## src/rtl/peripheral_noc_vc_buffer.sv

```systemverilog
// Multi-virtual-channel flit buffer: per-channel FIFOs merged onto one link by a
// packet-locked round-robin arbiter. Define PERIPHERAL_NOC_VC_BUFFER_LEVEL_EN to add the "level" port.
module peripheral_noc_vc_buffer #(
    parameter int FLIT_WIDTH = 32,
    parameter int DEPTH      = 16,
    parameter int CHANNELS   = 2,
    parameter int FULLPACKET = 0,
    localparam int AW        = $clog2(DEPTH)
) (
    input  logic                  clk,
    input  logic                  rst,
    input  logic [FLIT_WIDTH-1:0] in_flit,
    input  logic                  in_last,
    input  logic [CHANNELS-1:0]   in_valid,
    output logic [CHANNELS-1:0]   in_ready,
    output logic [FLIT_WIDTH-1:0] out_flit,
    output logic                  out_last,
    output logic                  out_valid,
    input  logic                  out_ready,
    output logic [CHANNELS-1:0]   out_vc
`ifdef PERIPHERAL_NOC_VC_BUFFER_LEVEL_EN
    ,
    output logic [CHANNELS*(AW+1)-1:0] level
`endif
);

    localparam int         CW       = (CHANNELS > 1) ? $clog2(CHANNELS) : 1;
    localparam logic [AW:0] CNT_FULL = (AW + 1)'(DEPTH);
    localparam logic       ST_IDLE   = 1'b0;
    localparam logic       ST_LOCKED = 1'b1;

    if ((DEPTH < 2) || ((DEPTH & (DEPTH - 1)) != 0)) begin : g_bad_depth
        $fatal(1, "peripheral_noc_vc_buffer: DEPTH must be a power of two >= 2");
    end
    if (CHANNELS < 1) begin : g_bad_channels
        $fatal(1, "peripheral_noc_vc_buffer: CHANNELS must be >= 1");
    end

    logic [FLIT_WIDTH:0] mem_q     [CHANNELS][DEPTH];
    logic [AW:0]         count_q   [CHANNELS];
    logic [AW:0]         count_d   [CHANNELS];
    logic [AW:0]         lastcnt_q [CHANNELS];
    logic [AW:0]         lastcnt_d [CHANNELS];
    logic [AW-1:0]       wr_ptr_q  [CHANNELS];
    logic [AW-1:0]       wr_ptr_d  [CHANNELS];
    logic [AW-1:0]       rd_ptr_q  [CHANNELS];
    logic [AW-1:0]       rd_ptr_d  [CHANNELS];

    logic                state_q, state_d;
    logic [CW-1:0]       lock_vc_q, lock_vc_d;
    logic [CW-1:0]       rr_q, rr_d;

    logic [CHANNELS-1:0] has_space, wr_sel, wr_en, rd_en, eligible;
    logic [CW-1:0]       grant;
    logic                found;
    logic                xfer;
    logic [FLIT_WIDTH:0] head;

    // Only the lowest requesting channel may write; the others see in_ready low.
    assign wr_sel = in_valid & (~in_valid + CHANNELS'(1));

    always_comb begin
        for (int c = 0; c < CHANNELS; c++) begin
            has_space[c] = (count_q[c] < CNT_FULL);
            if (FULLPACKET != 0) eligible[c] = (lastcnt_q[c] != '0);
            else                 eligible[c] = (count_q[c] != '0);
        end
    end

    assign in_ready = has_space & ~(in_valid & ~wr_sel);
    assign wr_en    = wr_sel & has_space;

    // NOTE: every always_comb output gets a default first, so no path can infer a latch.
    always_comb begin
        grant     = rr_q;
        found     = 1'b0;
        out_valid = 1'b0;
        if (state_q == ST_LOCKED) begin
            grant     = lock_vc_q;
            out_valid = (count_q[lock_vc_q] != '0);
        end else begin
            for (int i = 1; i <= CHANNELS; i++) begin
                if (!found && eligible[(int'(rr_q) + i) % CHANNELS]) begin
                    grant = CW'((int'(rr_q) + i) % CHANNELS);
                    found = 1'b1;
                end
            end
            out_valid = found;
        end
    end

    assign head     = mem_q[grant][rd_ptr_q[grant]];
    assign out_flit = head[FLIT_WIDTH-1:0];
    assign out_last = head[FLIT_WIDTH];
    assign out_vc   = out_valid ? (CHANNELS'(1) << grant) : '0;
    assign xfer     = out_valid & out_ready;
    assign rd_en    = xfer ? out_vc : '0;

    always_comb begin
        for (int c = 0; c < CHANNELS; c++) begin
            count_d[c]   = count_q[c];
            lastcnt_d[c] = lastcnt_q[c];
            wr_ptr_d[c]  = wr_ptr_q[c] + AW'(wr_en[c]);
            rd_ptr_d[c]  = rd_ptr_q[c] + AW'(rd_en[c]);
            case ({wr_en[c], rd_en[c]})
                2'b10:   count_d[c] = count_q[c] + 1'b1;
                2'b01:   count_d[c] = count_q[c] - 1'b1;
                default: count_d[c] = count_q[c];
            endcase
            case ({wr_en[c] & in_last, rd_en[c] & out_last})
                2'b10:   lastcnt_d[c] = lastcnt_q[c] + 1'b1;
                2'b01:   lastcnt_d[c] = lastcnt_q[c] - 1'b1;
                default: lastcnt_d[c] = lastcnt_q[c];
            endcase
        end
    end

    // A packet's first non-last flit locks the link; its last flit frees it and moves rr.
    always_comb begin
        state_d   = state_q;
        lock_vc_d = lock_vc_q;
        rr_d      = rr_q;
        if (xfer) begin
            if (out_last) begin
                state_d = ST_IDLE;
                rr_d    = grant;
            end else if (state_q == ST_IDLE) begin
                state_d   = ST_LOCKED;
                lock_vc_d = grant;
            end
        end
    end

    // NOTE: sequential state uses non-blocking assignments so every register samples pre-edge values.
    always_ff @(posedge clk) begin
        if (rst) begin
            for (int c = 0; c < CHANNELS; c++) begin
                count_q[c]   <= '0;
                lastcnt_q[c] <= '0;
                wr_ptr_q[c]  <= '0;
                rd_ptr_q[c]  <= '0;
            end
            state_q   <= ST_IDLE;
            lock_vc_q <= '0;
            rr_q      <= CW'(CHANNELS - 1);
        end else begin
            for (int c = 0; c < CHANNELS; c++) begin
                count_q[c]   <= count_d[c];
                lastcnt_q[c] <= lastcnt_d[c];
                wr_ptr_q[c]  <= wr_ptr_d[c];
                rd_ptr_q[c]  <= rd_ptr_d[c];
            end
            state_q   <= state_d;
            lock_vc_q <= lock_vc_d;
            rr_q      <= rr_d;
        end
    end

    // NOTE: flit storage has no reset; counts and pointers alone decide which entries are valid.
    always_ff @(posedge clk) begin
        for (int c = 0; c < CHANNELS; c++) begin
            if (wr_en[c]) mem_q[c][wr_ptr_q[c]] <= {in_last, in_flit};
        end
    end

`ifdef PERIPHERAL_NOC_VC_BUFFER_LEVEL_EN
    always_comb begin
        level = '0;
        for (int c = 0; c < CHANNELS; c++) begin
            level[c*(AW+1) +: AW+1] = count_q[c];
        end
    end
`endif

endmodule

```

## config.mk

```make
export PLATFORM = sky130hd
export DESIGN_NAME = peripheral_noc_vc_buffer
export DESIGN_NICKNAME = d
export VERILOG_FILES = /design/src/rtl/peripheral_noc_vc_buffer.sv
export SDC_FILE = /design/constraint.sdc
export NUM_CORES = 1
export LEC_CHECK = 0
export BUFFER_PORTS_ARGS = -buffer_cell sky130_fd_sc_hd__clkbuf_2
export CAP_MARGIN = 20
export CORE_MARGIN = 2
export CORE_UTILIZATION = 40
export DETAILED_ROUTE_END_ITERATION = 7
export GPL_TIMING_DRIVEN = 0
export HOLD_SLACK_MARGIN = 0.08
export PLACE_DENSITY = 0.58
export SLEW_MARGIN = 20
export SYNTH_ARGS = -nofsm -noshare
export SYNTH_HDL_FRONTEND = slang
export SYNTH_SLANG_ARGS = --single-unit
```

## constraint.sdc

```tcl
create_clock -name clk -period 6.21 [get_ports clk]
set_input_delay 0.9315 -clock clk [delete_from_list [all_inputs] [get_ports clk]]
set_output_delay 0.9315 -clock clk [all_outputs]
set_load 0.01 [all_outputs]
```

==> impl_metrics.yaml <==
setup_path:
  cpMaxStageDelayCell: "clkbuf_1"
  r2r_start: "count_q[0][4]"
  endpoint_kind: "output pin"
  crit_family: "buffers and inverters"
  slowest_delay_ps: 810
  reg2regPathDepth: 17
  path_cells: "nor3_2, a21oi_1, nor2_1, buf_2, buf_2, buf_1, clkbuf_1, a31oi_1, o221ai_1, clkbuf_2"
  cp_common_cell: "buf_2"
  path_buf_inv: 5
  start_kind: "flop"
  worstPathMaxFanout: 10
  critPathKind: "flop to output pin"
  worstReg2RegEnd: "count_q[0][4]"
  required_ps: 5280
  r2r_setup_slack_ps: 730
  crit_arrival_ps: 5070
flow_run:
  cap_violations: 0
logic_synthesis:
  synth_seq_cells: 1086
  synth_warnings: 0
  synth_edf_count: 1056
  ys_top_cells_by_count: "edfxtp_1 (1056), nand2_1 (167), mux2i_1 (156), mux4_2 (156), a21oi_1 (115)"
  ys_async_sr_fraction: 0
  post-synth-top-count-cell: "edfxtp_1"
  yosys.area.top_type_share: 0.744
  synth_area_leaders: "edfxtp_1 (74%), mux4_2 (8.2%), mux2i_1 (3.7%), nand2_1 (1.5%), dfxtp_1 (1.4%)"
  syn_avg_cell_area_um2: 18.3
  synth-seq-area-share: 0.758
  synth-main-ff-cell: "edfxtp_1"
  synth_largest_area_cell: "edfxtp_1"
  netlist_instances: 2328
  synth_nets: 2384
  ys_types: 60
  syn_area_um2: 42600
global_routing:
  gr-total-overflow: 0
  grt.total_usage: 0.228
  grt_pass1_vias: 24100
  grt_max_degree: 33
  antenna_found_initial: 3
  grt_pass1_wl_um: 176000
finish:
  final_cells: 4081
  fin_area_um2: 50000
  layout.nets: 2663
  register_area_um2: 32300
  fill_cells: 8731
  multi_input_area_um2: 9880
  drive_above_1_share: 0.225
  syn_to_final_growth_pct: 17.2
  fin_util: 0.473
placement:
  io_buffers: 74
  place_worst_setup_slack_ps: 484
  gp_congestion: 0.838
  dp_hpwl_um: 85800
  dpl-instance-area_um2: 46600
  dpl.cell_count: 3885
sta:
  fin_setup_tns_ps: 0
  max_freq_mhz: 167
  min_period_ps: 6000
  fin_crit_sh: 0.966
  worst_pin_slew_ps: 1170
  hold_violations: 0
  rsz0062_at_grt: "false"
  layout_setup_ws_ps: 212
  final-setup-viol-count: 0
  maxSlewHeadroom: 0.217
  fin_skew_ps: 20.8
  fin_hold_ws_ps: 547
  final_max_slew_viol_count: 0
clock_tree:
  cts_buffers: 110
  clkLatencyLatePin_ps: 670
  htree_levels: 3
  cts_root_buffer: "clkbuf_16"
  path_clk_slew_ps: 60
  cts_tree: "built"
  clkSinkCount: 1086
  max-clock-path-buffers: 3
route:
  first_pass_iters: 5
  drc: 0
  post_drt_wl_per_cell_um: 30.4
  vias: 23700
  drt_iter0_markers: 2695
  drtAntennaViolNets: 0
  via_per_inst: 5.80
  wirelength_um: 124000
worst_hold_path:
  hp-class: "flop to flop"
  hold_path_depth: 2
  min-delay-start: "count_q[0][2]"
  hold_path_end: "count_q[0][2]"
die:
  placementRows: 119
  die_w_um: 331
  core_area_um2: 106000
  initial_core_util: 0.404
  io_pins: 76
  fp.dieH_um: 331
  die-area_um2: 109000
pwr:
  power_density_nw_per_um2: 396
  power_mw: 19.8
  leakagePower_nw: 15.8
  ir_drop_v: 0.000256
status:
  status: "finished, final reports clean"
[worst reg2reg max path, cell delays in order (launching register included)]
cell and delay, ps:
dfxtp_1 340, nor3_2 280, a21oi_1 260, nor2_1 290
buf_2 280, buf_2 410, buf_1 690, buf_1 910
nor2_1 300, ha_1 340, inv_1 120, fa_1 220
inv_1 50, a21o_1 140, a21oi_1 180, xnor2_1 110
or3_1 320, a21oi_1 160
[sequential cells by signal (all words and copies together) (netlist names), named ones only]
register	count
wr_ptr_q	8
state_q	1
rr_q	1
lock_vc_q	1
rd_ptr_q	8
mem_q	1056
count_q	10
[routing by layer]
metal,vias up,global-route usage,share of wire
li1,9915,-,-
met1,12400,0.299,0.39
met2,1120,0.391,0.50
met3,247,0.0347,0.075
met4,2,0.0720,0.031
met5,-,0,0.000097
[power by group]
group	switching [mW]	internal (mW)	total (mW)	leakage [nW]
sequential	0.0788	8.22	8.30	9.77
combinational	3.60	1.62	5.22	4.44
clock	2.72	3.53	6.26	1.63
[area by class of cell]
type,instances,area share
multi-input cells,1091,0.198
repair buffers,167,0.0405
clock inverters,53,0.00844
well taps,1391,0.0348
plain buffers,134,0.0125
inverters,17,0.00128
diodes,1,0.0000501
clock buffers,141,0.0583
flip-flops and latches,1086,0.646
[worst max-delay path by stage]
| stage | startpoint | endpoint | slack [ps] | cells after the start |
|---|---|---|---|---|
| CTS | rd_ptr_q[0][1] | out_flit[1] | 190 | 8 |
| finish | count_q[0][4] | out_flit[25] | 210 | 10 |
| global placement | in_valid[0] | mem_q[1][507] | -1890 | 5 |
| global route | count_q[0][4] | out_flit[25] | 120 | 10 |
| detailed placement | rd_ptr_q[0][1] | out_flit[1] | 480 | 8 |
| floorplan | in_valid[0] | mem_q[1][495] | 1980 | 4 |
[cells by family (layout without fill, tap and decap cells)]
kind of cell / count (synthesis) / after routing / share of synthesized area
AOI/OAI and AO/OA: 331 / 331 / 0.0492
DFF: 1086 / 1086 / 0.758
other: 0 / 1 / 0
adders and majority gates: 18 / 18 / 0.00563
and+or+nand+nor: 383 / 383 / 0.0409
xor gates and xnor gates: 16 / 16 / 0.00329
muxes: 343 / 343 / 0.127
buffers and inverters: 151 / 512 / 0.0160
[layout by cell type, fill, tap and decap left out, types with 31 or more instances in the layout]
cell type,n
clkbuf_2,76
clkbuf_16,112
nor2_1,53
nand2_1,167
buf_4,43
o21ai_0,45
buf_2,58
nor2b_1,53
a31oi_1,32
a211oi_1,42
clkbuf_1,79
buf_16,43
nand3_1,31
mux4_2,156
edfxtp_1,1056
mux2i_1,155
a21oi_1,115
[repair_timing]
| action | in CTS | in global routing |
|---|---|---|
| buffers inserted | 0 | 0 |
| setup endpoints to repair | 7 | 0 |
| resized for setup | 1 | 0 |
| hold buffers | 0 | 0 |
Power figures use the tool's default switching activity.
